[src/rtl/bus_grant_scheduler_pkg.sv]
// ---------------------------------------------------------------------------
// bus_grant_scheduler_pkg
// Shared bus package: bus message codes, scheduler FSM state encodings and
// a ceil-log2 helper used to size index vectors.
// No ports (package).
// ---------------------------------------------------------------------------
package bus_grant_scheduler_pkg;

  // Bus message codes carried on the snoop bus once a cache owns it.
  typedef enum logic [2:0] {
    MSG_NOP       = 3'd0,
    MSG_READ      = 3'd1,
    MSG_READX     = 3'd2,
    MSG_UPGRADE   = 3'd3,
    MSG_WRITEBACK = 3'd4
  } bus_msg_e;

  // Scheduler FSM encodings (legacy-compatible constants).
  localparam logic [1:0] ST_IDLE = 2'd0;
  localparam logic [1:0] ST_BUSY = 2'd1;
  localparam logic [1:0] ST_GAP  = 2'd2;

  // Ceil(log2(value)), never less than 1 so a vector is always declarable.
  function automatic int bus_log2(input int value);
    int r;
    r = 1;
    for (int i = 1; i < 31; i++) begin
      if ((1 << i) < value) r = i + 1;
    end
    return r;
  endfunction

endpackage

[src/rtl/bus_grant_scheduler_if.sv]
// ---------------------------------------------------------------------------
// bus_grant_scheduler_if
// Request/grant bundle between the L1 caches and the bus grant scheduler.
//   req         caches -> scheduler  per-cache request level
//   done        caches -> scheduler  per-cache end-of-transaction pulse
//   grant       scheduler -> caches  one-hot grant
//   grant_idx   scheduler -> caches  binary owner index
//   grant_valid scheduler -> caches  a cache owns the bus
//   timeout_err scheduler -> caches  forced-release pulse
// Modports: master (cache side), slave (scheduler side).
// ---------------------------------------------------------------------------
interface bus_grant_scheduler_if
  import bus_grant_scheduler_pkg::*;
#(
  parameter int NUM_CACHES = 4
) ();
  localparam int IDX_W = bus_log2(NUM_CACHES);

  logic [NUM_CACHES-1:0] req;
  logic [NUM_CACHES-1:0] done;
  logic [NUM_CACHES-1:0] grant;
  logic [IDX_W-1:0]      grant_idx;
  logic                  grant_valid;
  logic                  timeout_err;

  modport master (
    output req, done,
    input  grant, grant_idx, grant_valid, timeout_err
  );

  modport slave (
    input  req, done,
    output grant, grant_idx, grant_valid, timeout_err
  );
endinterface

[src/rtl/bus_grant_scheduler_rr_select.sv]
// ---------------------------------------------------------------------------
// rr_select
// Combinational round-robin pick: first asserted req at or after rr_ptr,
// searching upward and wrapping NUM_CACHES-1 -> 0.
//   req     input   NUM_CACHES  request vector
//   rr_ptr  input   IDX_W       search start
//   idx     output  IDX_W       selected index (0 when none)
//   valid   output  1           some request found
// ---------------------------------------------------------------------------
module rr_select
  import bus_grant_scheduler_pkg::*;
#(
  parameter int NUM_CACHES = 4,
  parameter int IDX_W      = 2
) (
  input  logic [NUM_CACHES-1:0] req,
  input  logic [IDX_W-1:0]      rr_ptr,
  output logic [IDX_W-1:0]      idx,
  output logic                  valid
);
  int               cand;
  logic [IDX_W-1:0] cand_idx;

  always_comb begin
    idx      = '0;
    valid    = 1'b0;
    cand     = 0;
    cand_idx = '0;
    for (int i = 0; i < NUM_CACHES; i++) begin
      cand = int'(rr_ptr) + i;
      if (cand >= NUM_CACHES) cand = cand - NUM_CACHES;
      cand_idx = cand[IDX_W-1:0];
      if (!valid && req[cand_idx]) begin
        valid = 1'b1;
        idx   = cand_idx;
      end
    end
  end
endmodule

[src/rtl/one_hot_encoder.sv]
// ---------------------------------------------------------------------------
// one_hot_encoder
// Binary index to one-hot vector; all zero when en is low.
//   idx      input   IDX_W  binary index
//   en       input   1      enable
//   one_hot  output  WIDTH  decoded vector
// ---------------------------------------------------------------------------
module one_hot_encoder #(
  parameter int WIDTH = 4,
  parameter int IDX_W = 2
) (
  input  logic [IDX_W-1:0] idx,
  input  logic             en,
  output logic [WIDTH-1:0] one_hot
);
  assign one_hot = en ? (WIDTH'(1) << idx) : '0;
endmodule

[src/rtl/bus_grant_scheduler.sv]
// ---------------------------------------------------------------------------
// bus_grant_scheduler
// Round-robin bus arbiter for NUM_CACHES L1 caches with a one-cycle GAP
// between owners (two-cycle turnaround including the IDLE arbitration cycle).
//
//   state | meaning
//   IDLE  | no owner; arbitrate from rr_ptr
//   BUSY  | owner holds the bus until done, req drop or timeout
//   GAP   | one dead cycle after release, then IDLE
//
// Ports:
//   clock  input  rising-edge clock
//   reset  input  synchronous, active-high
//   bus    bus_grant_scheduler_if.slave (req, done in; grant, grant_idx,
//          grant_valid, timeout_err out)
// Build option: define BUS_TIMEOUT_EN to bound ownership at TIMEOUT_CYCLES
// BUSY cycles; otherwise ownership is unbounded and timeout_err is 0.
// ---------------------------------------------------------------------------
module bus_grant_scheduler
  import bus_grant_scheduler_pkg::*;
#(
  parameter int NUM_CACHES     = 4,
  parameter int TIMEOUT_CYCLES = 64
) (
  input  logic                  clock,
  input  logic                  reset,
  bus_grant_scheduler_if.slave  bus
);
  localparam int IDX_W = bus_log2(NUM_CACHES);

  logic [1:0]       state;
  logic [IDX_W-1:0] rr_ptr;
  logic [IDX_W-1:0] owner_idx;
  logic             owner_valid;
  logic [IDX_W-1:0] sel_idx;
  logic             sel_valid;
  logic             owner_done;
  logic             owner_req;
  logic             timeout_hit;
  logic             release_bus;
  logic [IDX_W-1:0] next_ptr;

  rr_select #(
    .NUM_CACHES (NUM_CACHES),
    .IDX_W      (IDX_W)
  ) u_rr_select (
    .req    (bus.req),
    .rr_ptr (rr_ptr),
    .idx    (sel_idx),
    .valid  (sel_valid)
  );

  // owner_idx is held at 0 whenever owner_valid is low, so the decoded grant
  // and grant_idx are consistent by construction.
  one_hot_encoder #(
    .WIDTH (NUM_CACHES),
    .IDX_W (IDX_W)
  ) u_one_hot_encoder (
    .idx     (owner_idx),
    .en      (owner_valid),
    .one_hot (bus.grant)
  );

  assign owner_done  = bus.done[owner_idx];
  assign owner_req   = bus.req[owner_idx];
  assign release_bus = owner_done | ~owner_req | timeout_hit;
  assign next_ptr    = (owner_idx == IDX_W'(NUM_CACHES - 1)) ? '0
                                                            : owner_idx + IDX_W'(1);

  always_ff @(posedge clock) begin
    if (reset) begin
      state       <= ST_IDLE;
      rr_ptr      <= '0;
      owner_idx   <= '0;
      owner_valid <= 1'b0;
    end else begin
      case (state)
        ST_IDLE: begin
          if (sel_valid) begin
            state       <= ST_BUSY;
            owner_idx   <= sel_idx;
            owner_valid <= 1'b1;
          end
        end
        ST_BUSY: begin
          if (release_bus) begin
            state       <= ST_GAP;
            owner_idx   <= '0;
            owner_valid <= 1'b0;
            rr_ptr      <= next_ptr;
          end
        end
        ST_GAP: begin
          state <= ST_IDLE;
        end
        default: begin
          state       <= ST_IDLE;
          owner_idx   <= '0;
          owner_valid <= 1'b0;
        end
      endcase
    end
  end

  assign bus.grant_idx   = owner_idx;
  assign bus.grant_valid = owner_valid;

`ifdef BUS_TIMEOUT_EN
  localparam int CNT_W = bus_log2(TIMEOUT_CYCLES);

  logic [CNT_W-1:0] busy_cnt;
  logic             timeout_err_q;

  // Counter is 0 in the first BUSY cycle, so reaching TIMEOUT_CYCLES-1
  // means the owner has had exactly TIMEOUT_CYCLES cycles.
  assign timeout_hit = (state == ST_BUSY) && (busy_cnt == CNT_W'(TIMEOUT_CYCLES - 1));

  always_ff @(posedge clock) begin
    if (reset) begin
      busy_cnt      <= '0;
      timeout_err_q <= 1'b0;
    end else begin
      timeout_err_q <= 1'b0;
      if (state == ST_IDLE && sel_valid) begin
        busy_cnt <= '0;
      end else if (state == ST_BUSY && !release_bus) begin
        busy_cnt <= busy_cnt + CNT_W'(1);
      end
      // Only a release caused purely by the timeout is flagged; the pulse
      // lands in the GAP cycle.
      if (timeout_hit && owner_req && !owner_done) begin
        timeout_err_q <= 1'b1;
      end
    end
  end

  assign bus.timeout_err = timeout_err_q;
`else
  assign timeout_hit     = 1'b0;
  assign bus.timeout_err = 1'b0;
`endif

endmodule

[src/flat_wrapper.sv]
// flat-port wrapper written by rule: the top's interface ports become plain ports
module bus_grant_scheduler_flat import bus_grant_scheduler_pkg::*;
#(
  parameter int NUM_CACHES     = 4,
  parameter int TIMEOUT_CYCLES = 64
)
  (clock, reset, bus_req, bus_done, bus_grant, bus_grant_idx, bus_grant_valid, bus_timeout_err);
  bus_grant_scheduler_if #(.NUM_CACHES(NUM_CACHES)) bus_i ();
  input  logic clock;
  input  logic reset;
  input wire logic [$bits(bus_i.req)-1:0] bus_req;
  input wire logic [$bits(bus_i.done)-1:0] bus_done;
  output wire logic [$bits(bus_i.grant)-1:0] bus_grant;
  output wire logic [$bits(bus_i.grant_idx)-1:0] bus_grant_idx;
  output wire logic [$bits(bus_i.grant_valid)-1:0] bus_grant_valid;
  output wire logic [$bits(bus_i.timeout_err)-1:0] bus_timeout_err;
  assign bus_i.req = bus_req;
  assign bus_i.done = bus_done;
  assign bus_grant = bus_i.grant;
  assign bus_grant_idx = bus_i.grant_idx;
  assign bus_grant_valid = bus_i.grant_valid;
  assign bus_timeout_err = bus_i.timeout_err;
  bus_grant_scheduler #(.NUM_CACHES(NUM_CACHES), .TIMEOUT_CYCLES(TIMEOUT_CYCLES)) u_core (.clock(clock), .reset(reset), .bus(bus_i));
endmodule
[config.mk]
export PLATFORM = sky130hd
export DESIGN_NAME = bus_grant_scheduler_flat
export DESIGN_NICKNAME = d
export VERILOG_FILES = /design/src/rtl/bus_grant_scheduler_pkg.sv /design/src/rtl/bus_grant_scheduler_if.sv /design/src/rtl/bus_grant_scheduler_rr_select.sv /design/src/rtl/one_hot_encoder.sv /design/src/rtl/bus_grant_scheduler.sv /design/src/flat_wrapper.sv
export SDC_FILE = /design/constraint.sdc
export NUM_CORES = 1
export LEC_CHECK = 0
export CAP_MARGIN = 20
export CORE_AREA = 10 10 47 49
export CTS_CLUSTER_DIAMETER = 40
export DETAILED_ROUTE_END_ITERATION = 7
export DIE_AREA = 0 0 57 59
export PLACE_DENSITY = 0.73
export SYNTH_ARGS = -nofsm -noshare
export SYNTH_HDL_FRONTEND = slang
export SYNTH_SLANG_ARGS = --single-unit
[constraint.sdc]
create_clock -name clock -period 2.07 [get_ports clock]
set_clock_uncertainty 0.15 [all_clocks]
set_input_delay 0.207 -clock clock [delete_from_list [all_inputs] [get_ports clock]]
set_output_delay 0.207 -clock clock [all_outputs]
set_load 0.005 [all_outputs]
### After elaboration in Yosys (flattened, before gate mapping)

Index checks and enable logic that the tools add are counted.

| word-level totals | value |
|---|---|
| register bits | 7 |
| bits in latches | 0 |
| memory bits (writable) | 0 |
| memory bits (read-only) | 0 |
| bits of input ports | 10 |
| output and inout port bits | 8 |
| word-level logic and storage cells | 75 |
| memories kept | 0 |

| operators by class | value |
|---|---|
| $add $sub $neg | 8 |
| multipliers | 0 |
| div/mod/pow operators | 0 |
| magnitude comparators | 9 |
| equal/unequal tests | 5 |
| shift-type cells | 1 |
| multiplexer cells | 35 |
| bitwise gates (word level) | 3 |
| reduce and logical (&&, ||, !) cells | 10 |

Operator list:

| operator | count |
|---|---|
| $mux 2 | 13 |
| $lt 2x3->1 const B | 5 |
| $bmux 1 s2 | 6 |
| $mux 1 | 12 |
| $ge 3x3->1 const B | 3 |
| $sub 2x1->2 const B | 4 |
| $add 2x2->3 const B | 2 |
| $pmux 2 s3 | 1 |
| $eq 2x2->1 const B | 2 |
| $mux 4 | 1 |
| $ne 2x1->1 const B | 2 |
| $pmux 2 s2 | 1 |
| $reduce_and 2->1 | 2 |
| $shl 1x2->4 const A | 1 |
| $add 2x1->3 const B | 1 |
| $ge 2x3->1 const B | 1 |
| $logic_and 1x1->1 | 3 |
| $logic_not 1->1 | 3 |
| $pmux 1 s3 | 1 |
| $reduce_and 3->1 | 1 |
| $add 2x1->2 const B | 1 |
| $eq 2x1->1 const B | 1 |
| $logic_not 2->1 | 1 |
| $not 1->1 | 2 |
| $or 1x1->1 | 1 |

### Logic depth before layout (Yosys ltp)

| logic depth | value |
|---|---|
| depth in word-level cells | 16 |
| mapped depth | 4 |
| depth with buffers taken out | 4 |

### Hierarchy

From an unflattened synthesis, not the netlist that was laid out.

| unflattened totals | value |
|---|---|
| cell total of the unflattened synthesis | 60 |
| area total of the unflattened synthesis | 528.0 um^2 |

By module, submodules not included:

| module | instances | cells an instance | area an instance (um^2) | seq. area each (um^2) |
|---|---|---|---|---|
| bus_grant_scheduler | 1 | 41 | 412.9 | 140.1 |
| rr_select | 1 | 15 | 77.6 | 0.0 |
| one_hot_encoder | 1 | 4 | 37.5 | 0.0 |

### Least setup slack after synthesis

No wires, ideal clock.

| path | value |
|---|---|
| kind | register to register |
| start | register u_core.owner_idx[0], in the netlist u_core.bus.grant_idx[0] |
| end | register u_core.rr_ptr[0] |
| setup time | 70 ps |
| arrival | 1544 ps |
| required time | 1850 ps |
| slack | 306 ps |
| cell stages (with the launch flop) | 5 |
| path buffers | 0 |
| clock period less this slack | 1764 ps |
| cell sequence | dfxtp_1 > inv_2 > mux4_2 > or4_1 > a21oi_1 |

| on the way | value |
|---|---|
| longest elaborated chain between the ends | 5 |
| elaborated cells on any way between the ends | 10 |
| those cells by class | add/sub (1); eq/ne (1); mux (5); bitwise (2); reduce/logical (1) |

RTL lines:

| what | RTL line | RTL |
|---|---|---|
| start: declaration | bus_grant_scheduler.sv:33 | `logic [IDX_W-1:0] owner_idx;` |
| start signal: assignment | bus_grant_scheduler.sv:81 | `owner_idx <= sel_idx;` |
| $bmux 1 s2 | bus_grant_scheduler.sv:65 | `assign owner_req = bus.req[owner_idx];` |
| $mux 1 (implied by the code) | bus_grant_scheduler.sv:65 |  |
| $not 1->1 | bus_grant_scheduler.sv:66 | `assign release_bus = owner_done \| ~owner_req \| timeout_hit;` |
| $or 1x1->1 | bus_grant_scheduler.sv:66 |  |
| $reduce_and 2->1 (no source line) | - |  |
| end signal: assignment | bus_grant_scheduler.sv:90 | `rr_ptr <= next_ptr;` |
| end: declaration | bus_grant_scheduler.sv:32 | `logic [IDX_W-1:0] rr_ptr;` |

Several ways; a longest one is shown, not always the timed one. The select of a mux whose other input is x is not followed.
A chain may end at the register's enable or synchronous reset.

### Final worst setup path

| path | value |
|---|---|
| start | register u_core.owner_idx[1], in the netlist u_core.bus.grant_idx[1] |
| end | output port bus_grant[0] |

| on the way | value |
|---|---|
| longest elaborated chain between the ends | 2 |

RTL lines:

| what | RTL line | RTL |
|---|---|---|
| $shl 1x2->4 | one_hot_encoder.sv:16 | `assign one_hot = en ? (WIDTH'(1) << idx) : '0;` |
| $mux 4 | one_hot_encoder.sv:16 |  |
| end: declaration | flat_wrapper.sv:13 | `output wire logic [$bits(bus_i.grant)-1:0] bus_grant;` |

No other way between the ends.

==> out/metrics.cfg <==
[run_status]
outcome = finished clean

[detailed_routing]
route.detailed.drc = 0
drtAntennaViolNets = 0
dr.pass1.iters = 4
drt_wl_total_mm = 1.39
vias = 559
via_per_inst = 5.38
wire_per_inst_um = 13.4
drt-initial-drc-count = 14

[clock_tree]
postCtsSetupBuffers = 0
cts_tree = built
cts-buffers-inserted = 3
cts_max_level = 1
cts-root-buf = clkbuf_4
holdBufCountCts = 0
clk_latency_ps = 250
cts.sinks = 7
cts_buffer_depth = 2
clkTransAtPathRegs_ps = 50

[logic_synthesis]
synth_warnings = 0
synth_top_family_by_area = simple AND/OR/NAND/NOR gates
synth_area_leaders = dfxtp_1, ha_1, nor2b_1
synth_area_um2 = 514
synth_xor_area_share_pct = 0
synth-compound-area-share_pct = 22.6
ys_seq_area_share_pct = 27.3
yosysUniqueCellTypes = 29
ys_ff_latch = 7
synthMuxAreaShare_pct = 10.2
synthAdderAreaFrac_pct = 9.73
syn_nets = 76
synth.top_cell.area_share_pct = 27.3
yosysTopAreaCell = dfxtp_1
synthSimpleGateAreaFrac_pct = 23.6
synthesis.instances = 62
syn_avg_cell_area_um2 = 8.29

[worst_setup_path]
path_class = register to output port
required_ps = 1710
start_kind = register
worstReg2RegStart = u_core.bus.grant_idx[0]$_SDFFE_PP0P_
path_max_fanout = 5
worstPathCellList = inv_1 > ha_1 > and2_1 > clkdlybuf4s50_1
worstPathArrival_ps = 1540
slowest_delay_ps = 500
cp_slowest_cell = clkdlybuf4s50_1
critPathCaptureType = output port
startpoint = u_core.bus.grant_idx[1]$_SDFFE_PP0P_

[power_and_ir_drop]
total_power_mw = 0.441
vdd_drop_max_mv = 0.393
p_leak_nw = 0.309
pwr_density_cell_mw_per_mm2 = 573

[floorplanning]
boundaryPins = 18
start_util_pct = 36.7
dieArea_mm2 = 0.00336
dieHeight_um = 59
fp.coreArea_mm2 = 0.00140
die_x_um = 57
rows = 14

[layout]
diodes = 0
syn2layout_area_growth_pct = 49.4
drive_gt1_share_pct = 15.9
layout_common_cells = clkdlybuf4s50_1, buf_4, a21oi_1
final_common_cell = clkdlybuf4s50_1
nNetsFinal = 103

[place]
place.gp.congestion = 0.784
hpwl_mm = 1.20
port_buffers = 16

[grt]
grt_pass1_vias = 559
grt_pass1_wl_mm = 2.53
antenna_found_initial = 0
grt_max_degree = 9
track_usage_pct = 9.40
grt_overflow_total = 0

[hold_path]
hold_path.class = register to register
hold_start = u_core.rr_ptr[0]$_SDFFE_PP0P_

[timing]
hold_viol = 0
drv_slew = 0
rsz0062_at_grt = no
fin_crit_sh_pct = 91.6
setup_viol = 0
setup_tns_ps = 0
period_minus_slack_ps = 1900
fmax_mhz = 527

[flow_run]
cap_violations = 0

==> cells by family after synthesis <==
logic type / Yosys count
adder cells (fa/ha/maj): 4
other: 1
AND/OR/NAND/NOR: 21
multiplexers: 4
buffers and inverters: 7
flip-flops: 7
AO/OA/AOI/OAI: 18
==> power by group <==
group          internal (mW)  switching (mW)
clock network         0.0735          0.0495
registers              0.151          0.0212
logic                 0.0830          0.0621
==> metal layers <==
metal  part of all wire (%)  track usage [%]
met1                     42             10.7
met2                     48             13.6
met3                    8.3             6.65
met4                    1.4             3.02
met5                      0                0
==> Yosys cell counts <==
master	count
o221ai_1	2
inv_1	5
or3_1	1
a21oi_1	6
o21a_1	1
inv_2	1
nand3_1	1
o21ai_1	2
o31ai_1	1
dfxtp_1	7
mux2i_1	3
nand2b_1	1
a2111oi_0	1
a31oi_1	1
ha_1	4
nor2b_1	5
or4_1	1
conb_1	1
nor4_1	1
o21ai_0	1
mux4_2	1
and3b_1	1
o41ai_1	1
nor3_1	2
nor2_1	2
nand2_1	2
buf_4	1
and2_1	4
o211ai_1	2
==> timing repair <==
item	CTS	global route
resized for setup	0	2
endpoints found under the setup margin	0	2
hold endpoints to repair	0	0
==> sequential cells by signal, summed over array words and instances (netlist names) <==
name and flops:
u_core.rr_ptr 2, u_core.state 2, u_core.bus.grant_idx 2, u_core.bus.grant_valid 1
==> cell type report <==
cell class,instances,area [µm²]
multi-input combinational,48,344
timing repair buffer,23,213
clock buffer,4,26.3
sequential,7,143
tap,16,20.0
fill,137,633
inverter,6,22.5
==> final timing paths <==
kind | endpoint | slack (ps) | depth (start not counted)
min reg2reg | u_core.rr_ptr[0]$_SDFFE_PP0P_ | 350 | 2
max reg2reg | u_core.rr_ptr[0]$_SDFFE_PP0P_ | 310 | 4
max | bus_grant[0] | 170 | 4
min | u_core.rr_ptr[0]$_SDFFE_PP0P_ | 350 | 2
==> through the flow <==
step / cells / cell area (µm²) / worst slack [ps] / util (%) / hold WS [ps]
global placement: 100 / 739 / 75.9 / 52.8 / 347
detailed placement: 100 / 739 / 44.6 / 52.8 / 346
floorplan: 62 / 514 / 306 / - / 126
CTS: 104 / 766 / 89.1 / 54.6 / 353
global route: 104 / 768 / 58.1 / 54.8 / 426
finish: 104 / 768 / 173 / 54.8 / 355
==> worst max-delay path, delay by kind of cell (launching register included) <==
| family | cells | cell delay, ps |
|---|---|---|
| adders and majority gates | 1 | 170 |
| buffers and inverters | 2 | 670 |
| DFF | 1 | 340 |
| and+or+nand+nor | 1 | 110 |
Note: power is estimated with default switching activity, not from simulation.
